`config.mk`:
```
export PLATFORM = sky130hd
export DESIGN_NAME = bubble_buffer_reader
export DESIGN_NICKNAME = d
export VERILOG_FILES = /design/src/rtl/bubble_buffer_reader_pkg.sv /design/src/rtl/bubble_buffer_reader.sv
export SDC_FILE = /design/constraint.sdc
export NUM_CORES = 1
export LEC_CHECK = 0
export ABC_AREA = 1
export CAP_MARGIN = 0
export CORE_MARGIN = 4
export CORE_UTILIZATION = 55
export CTS_BUF_LIST = sky130_fd_sc_hd__clkbuf_4
export CTS_CLUSTER_SIZE = 12
export DETAILED_ROUTE_END_ITERATION = 8
export PLACE_DENSITY_LB_ADDON = 0.12
export SLEW_MARGIN = 5
export SYNTH_ARGS = -nofsm -noshare
export SYNTH_HDL_FRONTEND = slang
export SYNTH_SLANG_ARGS = --single-unit
```
`constraint.sdc`:
```
create_clock -name master_clock -period 2.7 [get_ports master_clock]
set_input_delay 0.81 -clock master_clock [delete_from_list [all_inputs] [get_ports master_clock]]
set_output_delay 0.81 -clock master_clock [all_outputs]
set_load 0.01 [all_outputs]
```
`src/rtl/bubble_buffer_reader_pkg.sv`:
```
// -----------------------------------------------------------------------------
// bubble_buffer_reader_pkg
//
// Shared constants and types for the bubble memory loader and the buffer
// reader that streams 2-bit words out to the bubble write circuitry.
//
// Contents:
//   - Loader geometry: page and bootloader sizes in bytes, and the helper that
//     turns a byte count into a count of 2-bit bubble words.
//   - Default read-out lengths in words (PAGE = 512, BOOT = 1920).
//   - Address width and the parked read address used while idle (0x7FF).
//   - State encoding of the reader FSM.
// -----------------------------------------------------------------------------
package bubble_buffer_reader_pkg;

   // Width of the buffer RAM address and of the word counter.
   localparam int BBR_ADDR_W = 11;

   // Each bubble position carries one 2-bit word (two parallel loops).
   localparam int BBR_WORD_W = 2;

   localparam int BBR_BITS_PER_BYTE = 8;

   // Loader geometry in bytes: a data page and the bootloader image.
   localparam int BBR_PAGE_BYTES = 128;
   localparam int BBR_BOOT_BYTES = 480;

   // While idle the read port is parked on the top address, which no
   // read-out ever reaches, so a stray RAM read cannot alias word 0.
   localparam logic [BBR_ADDR_W-1:0] BBR_IDLE_ADDR = 11'h7FF;

   // Number of 2-bit words needed to carry the given number of bytes.
   function automatic int bytesToWords(input int numBytes);
      return (numBytes * BBR_BITS_PER_BYTE) / BBR_WORD_W;
   endfunction

   // Default read-out lengths in words.
   localparam int BBR_PAGE_WORDS = bytesToWords(BBR_PAGE_BYTES);
   localparam int BBR_BOOT_WORDS = bytesToWords(BBR_BOOT_BYTES);

   // Reader FSM states.
   //   IDLE      : waiting for start, address parked at 0x7FF
   //   FETCH     : address presented to the RAM for one cycle
   //   LATCH     : RAM data captured into the prefetch register
   //   WAIT_TICK : prefetched word ready, waiting for a position tick
   //   FINISH    : last word on the outputs, done pulsed, then back to IDLE
   typedef enum logic [2:0] {
      ST_IDLE      = 3'd0,
      ST_FETCH     = 3'd1,
      ST_LATCH     = 3'd2,
      ST_WAIT_TICK = 3'd3,
      ST_FINISH    = 3'd4
   } bbrState_t;

endpackage

```
`src/rtl/bubble_buffer_reader.sv`:
```
// -----------------------------------------------------------------------------
// bubble_buffer_reader
//
// Streams a page (or the bootloader image) out of the buffer RAM one 2-bit
// word per bubble position. Each word is fetched from the synchronous RAM
// ahead of time into a prefetch register; a position tick then moves it onto
// the bubble outputs on the following cycle and the next fetch begins.
//
// Ports:
//   master_clock        in   48 MHz master clock, the only clock
//   n_reset             in   asynchronous active-low reset
//   start               in   one-cycle pulse that begins a read-out (IDLE only)
//   boot_mode           in   sampled on start: 1 = BOOT_WORDS, 0 = PAGE_WORDS
//   abort               in   level; terminates any read-out, beats start/tick
//   position_tick       in   one-cycle pulse per bubble position (>= 4 apart)
//   buffer_read_address out  RAM read address, 0x7FF while idle
//   buffer_read_data    in   RAM read data, valid one cycle after the address
//   bubble_out_d0       out  registered bit 0 of the current word
//   bubble_out_d1       out  registered bit 1 of the current word
//   word_valid          out  one-cycle pulse when bubble_out_d* update
//   busy                out  high whenever the reader is not in IDLE
//   done                out  one-cycle pulse alongside the last word
//   overrun             out  sticky: a tick came before the word was ready
// -----------------------------------------------------------------------------
module bubble_buffer_reader
   import bubble_buffer_reader_pkg::*;
#(
   parameter int PAGE_WORDS = BBR_PAGE_WORDS,
   parameter int BOOT_WORDS = BBR_BOOT_WORDS
) (
   input  logic                  master_clock,
   input  logic                  n_reset,
   input  logic                  start,
   input  logic                  boot_mode,
   input  logic                  abort,
   input  logic                  position_tick,
   output logic [BBR_ADDR_W-1:0] buffer_read_address,
   input  logic [BBR_WORD_W-1:0] buffer_read_data,
   output logic                  bubble_out_d0,
   output logic                  bubble_out_d1,
   output logic                  word_valid,
   output logic                  busy,
   output logic                  done,
   output logic                  overrun
);

   localparam logic [BBR_ADDR_W-1:0] PAGE_LEN = BBR_ADDR_W'(PAGE_WORDS);
   localparam logic [BBR_ADDR_W-1:0] BOOT_LEN = BBR_ADDR_W'(BOOT_WORDS);

   // FSM state
   bbrState_t r_state;
   bbrState_t w_nextState;

   // Datapath registers
   logic [BBR_ADDR_W-1:0] r_length;
   logic [BBR_ADDR_W-1:0] r_address;
   logic [BBR_ADDR_W-1:0] r_count;
   logic [BBR_WORD_W-1:0] r_prefetch;
   logic                  r_d0;
   logic                  r_d1;
   logic                  r_wordValid;
   logic                  r_done;
   logic                  r_overrun;

   // Control strobes decoded by the next-state logic
   logic                  w_load;
   logic                  w_capture;
   logic                  w_present;
   logic                  w_lastWord;
   logic                  w_tickDropped;
   logic                  w_finish;
   logic [BBR_ADDR_W-1:0] w_lastIndex;

   // r_count holds how many words have already been presented, so the word
   // sitting in the prefetch register is the last one when the count has
   // reached length-1.
   assign w_lastIndex = r_length - 11'd1;
   assign w_lastWord  = (r_count == w_lastIndex);

   // State register. Reset parks the reader in IDLE regardless of where a
   // read-out was, which discards it without a done pulse.
   always_ff @(posedge master_clock or negedge n_reset) begin
      if (!n_reset) begin
         r_state <= ST_IDLE;
      end else begin
         r_state <= w_nextState;
      end
   end

   // Next-state and strobe decode. Abort is checked before anything else so
   // that a simultaneous start or tick has no effect. A tick that lands while
   // the next word is still being fetched is flagged and thrown away rather
   // than presenting a stale word.
   always_comb begin
      w_nextState   = r_state;
      w_load        = 1'b0;
      w_capture     = 1'b0;
      w_present     = 1'b0;
      w_tickDropped = 1'b0;
      w_finish      = 1'b0;

      if (abort) begin
         w_nextState = ST_IDLE;
      end else begin
         case (r_state)
            ST_IDLE: begin
               if (start) begin
                  w_load      = 1'b1;
                  w_nextState = ST_FETCH;
               end
            end

            ST_FETCH: begin
               w_tickDropped = position_tick;
               w_nextState   = ST_LATCH;
            end

            ST_LATCH: begin
               w_tickDropped = position_tick;
               w_capture     = 1'b1;
               w_nextState   = ST_WAIT_TICK;
            end

            ST_WAIT_TICK: begin
               if (position_tick) begin
                  w_present = 1'b1;
                  if (w_lastWord) begin
                     w_nextState = ST_FINISH;
                  end else begin
                     w_nextState = ST_FETCH;
                  end
               end
            end

            ST_FINISH: begin
               w_finish    = 1'b1;
               w_nextState = ST_IDLE;
            end

            default: begin
               w_nextState = ST_IDLE;
            end
         endcase
      end
   end

   // Datapath. The address only advances when another word is still owed,
   // so it stops at length-1 and the 0x7FF wrap can never be reached from a
   // read-out. done is raised together with the last word_valid, which is
   // the cycle the reader sits in FINISH; leaving FINISH clears the outputs
   // and parks the address.
   always_ff @(posedge master_clock or negedge n_reset) begin
      if (!n_reset) begin
         r_length    <= '0;
         r_address   <= BBR_IDLE_ADDR;
         r_count     <= '0;
         r_prefetch  <= '0;
         r_d0        <= 1'b0;
         r_d1        <= 1'b0;
         r_wordValid <= 1'b0;
         r_done      <= 1'b0;
         r_overrun   <= 1'b0;
      end else begin
         r_wordValid <= 1'b0;
         r_done      <= 1'b0;

         if (abort) begin
            r_address <= BBR_IDLE_ADDR;
            r_d0      <= 1'b0;
            r_d1      <= 1'b0;
         end else begin
            if (w_load) begin
               r_length  <= boot_mode ? BOOT_LEN : PAGE_LEN;
               r_address <= '0;
               r_count   <= '0;
               r_overrun <= 1'b0;
            end

            if (w_tickDropped) begin
               r_overrun <= 1'b1;
            end

            if (w_capture) begin
               r_prefetch <= buffer_read_data;
            end

            if (w_present) begin
               r_d0        <= r_prefetch[0];
               r_d1        <= r_prefetch[1];
               r_wordValid <= 1'b1;
               r_count     <= r_count + 11'd1;
               if (w_lastWord) begin
                  r_done <= 1'b1;
               end else begin
                  r_address <= r_address + 11'd1;
               end
            end

            if (w_finish) begin
               r_address <= BBR_IDLE_ADDR;
               r_d0      <= 1'b0;
               r_d1      <= 1'b0;
            end
         end
      end
   end

   assign buffer_read_address = r_address;
   assign bubble_out_d0       = r_d0;
   assign bubble_out_d1       = r_d1;
   assign word_valid          = r_wordValid;
   assign done                = r_done;
   assign overrun             = r_overrun;
   assign busy                = (r_state != ST_IDLE);

endmodule

```
# Yosys cells after proc, flatten, opt, wreduce, memory -nomap -nowiden
# Cells that the tools add are included.
# W data, S select, Z words.
[totals]
memories = 0
output_inout_bits = 17
word_cells = 70
ramBits = 0
latch_bits = 0
romBits = 0
input_bits = 8
reg_bits = 43
[op_classes]
bitwise = 1
eq_ne = 7
add_sub_neg = 3
n_reduce_logical = 11
n_shift = 0
order_cmp = 0
div = 0
n_mul = 0
muxes = 38
[op_table]
columns = ["cell", "count"]
rows = [
  ["$mux W11", 8],
  ["$mux W1", 25],
  ["$add A11 B1 Y11 const B", 2],
  ["$mux W3", 4],
  ["$pmux W3 S4", 1],
  ["$eq A11 B11 Y1", 1],
  ["$sub A11 B1 Y11 const B", 1],
  ["$reduce_and A2 Y1", 5],
  ["$eq A3 B2 Y1 const B", 2],
  ["$ne A3 B3 Y1 const B", 2],
  ["$reduce_bool A3 Y1", 2],
  ["$reduce_bool A2 Y1", 2],
  ["$eq A3 B1 Y1 const B", 1],
  ["$eq A3 B3 Y1 const B", 1],
  ["$logic_not A3 Y1", 1],
  ["$reduce_or A2 Y1", 1],
  ["$not A1 Y1", 1],
]

# Logic depth before layout (Yosys ltp)
[depth]
ltp_word = 8
depth_mapped = 13
depth_no_buf = 13

# Worst setup path before layout
# OpenSTA, ideal clock, no wires.
[synth_path]
kind = "input to register"
from = "input abort"
to = "register r_overrun (netlist: overrun)"
t_arrival_ps = 1543
setup_slack_ps = 1036
required_time_ps = 2579
path_buffers = 1
setup_ps = 121
stages = 4
path_cell_list = "nor2_2 nand3_2 buf_2 a22o_1"
[synth_via]
elab_chain_len = 3
elab_cells_between_ends = 6
classes_between = "mux: 3; bitwise: 1; reduce/logical: 2"
[synth_lines]
columns = ["item", "line_no", "rtl"]
rows = [
  ["start: declaration", "bubble_buffer_reader.sv:35", "input logic abort,"],
  ["$mux W1", "bubble_buffer_reader.sv:102", "if (abort) begin"],
  ["$reduce_bool A2 Y1 (no source line)", "n/a", ""],
  ["$reduce_and A2 Y1 (no source line)", "n/a", ""],
  ["end signal: assignment", "bubble_buffer_reader.sv:162", "r_overrun <= 1'b0;"],
  ["end signal: assignment", "bubble_buffer_reader.sv:176", "r_overrun <= 1'b0;"],
  ["end signal: assignment", "bubble_buffer_reader.sv:180", "r_overrun <= 1'b1;"],
  ["end: declaration", "bubble_buffer_reader.sv:63", "logic r_overrun;"],
]
# Parallel ways exist; a longest one is shown, timed or not.
# A chain may end at the register's enable or synchronous reset.

# Final worst setup path
[layout_path]
from = "register r_state[1]"
to = "output busy"
[layout_via]
elab_chain_len = 1
[layout_lines]
columns = ["item", "line_no", "rtl"]
rows = [
  ["start: declaration", "bubble_buffer_reader.sv:51", "bbrState_t r_state;"],
  ["start signal: assignment", "bubble_buffer_reader.sv:86", "r_state <= w_nextState;"],
  ["$reduce_bool A3 Y1", "bubble_buffer_reader.sv:214", "assign busy = (r_state != ST_IDLE);"],
  ["end: declaration", "bubble_buffer_reader.sv:42", "output logic busy,"],
]
# No other way between the ends.

==> results.cfg <==
[status]
outcome = completed

[clock_network]
cts_root_buf = clkbuf_4
cts_sinks = 34
cts_made_buffers = 5
htree_levels = 2
cts_resized = 0
tritoncts = yes
cts_setup_buffers = 0
cts_buffer_depth = 2
cts.reportedPaths.clkPinSlew_ps = 100
cts_hold_buf = 0
clk-insertion-delay-late_ps = 340

[synth]
syn_area_per_cell_um2 = 7.48
seq_area_frac_synth_pct = 43.3
synthCells = 267
ys_ff_latch = 34
syn_area_mm2 = 0.00200
synth_enable_flop_cells = 0
synthesis.nets = 278
synth_cell_types = 31
synthTopCellsByArea = dfrtp_1 (29%), nand2_1 (15%), dfstp_2 (14%)
synth_top_cell_by_area = dfrtp_1
synth_top_area_share_pct = 28.8
yosys_warnings = 0
synthFlopType = dfrtp_1
async_flop_share_pct = 100

[power_and_ir_drop]
powerDensity_mw_per_mm2 = 589
pwr-share-clk_pct = 26.5
intPower_uw = 937
p_sw_uw = 446
peakVddDrop_v = 0.000372
p_leak_nw = 1.21
p_seq_share_pct = 45.6
p_sw_share_pct = 32.2
combPwrFrac_pct = 27.9

[setup_path]
cp.required_ps = 1890
worstPathArrival_ps = 1650
critPathCaptureType = primary output
crit_path_start = r_state[1]$_DFFE_PN0P_
crit_type = flip-flop to primary output
critical_path_peak_fanout = 5
reg2reg_from = r_length[8]$_DFFE_PN0P_
cp-start-kind = flip-flop

[routing]
wl_per_cell_um = 12.2
first_pass_iters = 4
via_per_inst = 5.26
antenna_left = 0
drc = 0
drt_iter0_markers = 193
vias = 1804
routed_wl_um = 4190

[global_routing]
grt_pass1_vias = 1728
grt_max_degree = 35
grt_pass1_wl_um = 7350
grt_overflow_total = 0
track_usage_pct = 21.2
antenna_found_initial = 0

[die]
rows = 21
core_area_mm2 = 0.00342
die_area_mm2 = 0.00466
io_pins = 25
die_y_um = 68.3
die_w_um = 68.3
start_util_pct = 58.5

[placement]
placed_cell_area_mm2 = 0.00227
dp.cells = 335
dp_hpwl_um = 3000
pre_cts_slack_ps = 325
port_buffers = 24
routabilityCongestion = 0.876

[timing]
fin_ws_ps = 243
relSlewSlack_pct = 72.1
drv_slew = 0
rsz0062_at_grt = no
fin_crit_ps = 2460
fmax_mhz = 407
finalCritPeriodShare_pct = 91.0
hold_violations = 0
setup_viol = 0
skew_ps = 6.96
tightest_slew_ps = 419
fin_setup_tns_ps = 0

[final_layout]
final_cell_mix = nand2_1 (80), nand3_1 (37), inv_1 (35)
drive_above_1_share_pct = 13.1
stdcell_area_mm2 = 0.00235
multi_input_area_um2 = 933
layout_commonest_cell = nand2_1
final_cells = 343
final-seq-area_um2 = 865
fill_cells = 291
final_nets = 307
antenna_cells = 0
area_growth_pct = 17.6

[hold_path]
hold_start = r_length[9]$_DFFE_PN0P_
worstHoldPathType = flip-flop to flip-flop

[job]
cap_viol_max_count = 0
-- kinds of logic (layout without fill, tap and decap cells) --
family | after synthesis | count (layout) | synth area share, %
adders and majority gates | 3 | 3 | 1.88
AOI/OAI and AO/OA | 22 | 22 | 6.45
DFF | 34 | 34 | 43.3
xor gates and xnor gates | 2 | 2 | 0.877
buffers and inverters | 45 | 75 | 10.0
and+or+nand+nor | 161 | 161 | 37.5
-- state kept, by name (all words and copies together), names as in the netlist --
register             flops
bubble_out_d0            1
done                     1
word_valid               1
r_prefetch               2
r_length                 2
overrun                  1
buffer_read_address     11
r_count                 11
bubble_out_d1            1
r_state                  3
-- area by class of cell --
class / count / area share [%]
inverters: 39 / 6.23
clock buffers: 5 / 1.60
flip-flops and latches: 34 / 36.8
well taps: 46 / 2.45
repair buffers: 28 / 11.5
multi-input cells: 188 / 39.7
clock inverters: 3 / 1.70
-- final timing paths --
kind	end	slack (ps)	depth (start not counted)
worst min register to register	r_length[9]$_DFFE_PN0P_	490	1
max in group asynchronous	buffer_read_address[10]$_DFF_PN1_	1500	2
worst min-delay path	r_length[9]$_DFFE_PN0P_	490	1
worst max-delay path	busy	240	3
worst max register to register	buffer_read_address[6]$_DFF_PN1_	800	11
min in group asynchronous	r_state[0]$_DFFE_PN0P_	860	2
-- critical path: stages (launching register included) --
cell and delay [ps]:
dfrtp_1 450, nor2_1 290, nand2_1 80, clkdlybuf4s50_1 480
-- layer usage --
layer | GRT usage [%] | wire length [µm] | vias up
li1 | - | - | 918
met1 | 26.5 | 1840 | 830
met5 | 0 | 0 | -
met3 | 5.58 | 234 | 6
met4 | 7.94 | 60 | 0
met2 | 35.0 | 2060 | 50
-- power by group through the flow --
stage          Clock (mW)  Sequential (mW)  Combinational, mW
4_1_cts             0.378            0.630              0.388
5_1_grt             0.399            0.639              0.450
3_5_place_dp            0            0.639              0.385
3_3_place_gp            0            0.637              0.375
2_1_floorplan           0            0.641              0.240
6_report            0.367            0.630              0.386
-- through the flow --
stage	total power [mW]	hold slack, ps	utilization, %
final	1.38	491	68.8
after global routing	1.49	504	68.8
after floorplan	0.881	444	-
after CTS	1.40	491	68.8
after global placement	1.01	459	66.5
after detailed placement	1.02	466	66.5
-- cells in the mapped netlist, types with 2 or more instances --
master,instances
a21oi_1,6
buf_6,4
dfrtp_1,23
dfstp_2,11
ha_1,3
inv_1,35
inv_2,4
nand2_1,80
nand2_2,4
nand3_1,37
nand3b_1,2
nand4_1,9
nor2_1,16
nor2_2,2
nor3_1,6
o21ai_0,6
o21ai_1,3
o22ai_1,2
xor2_1,2
Power figures use the tool's default switching activity.
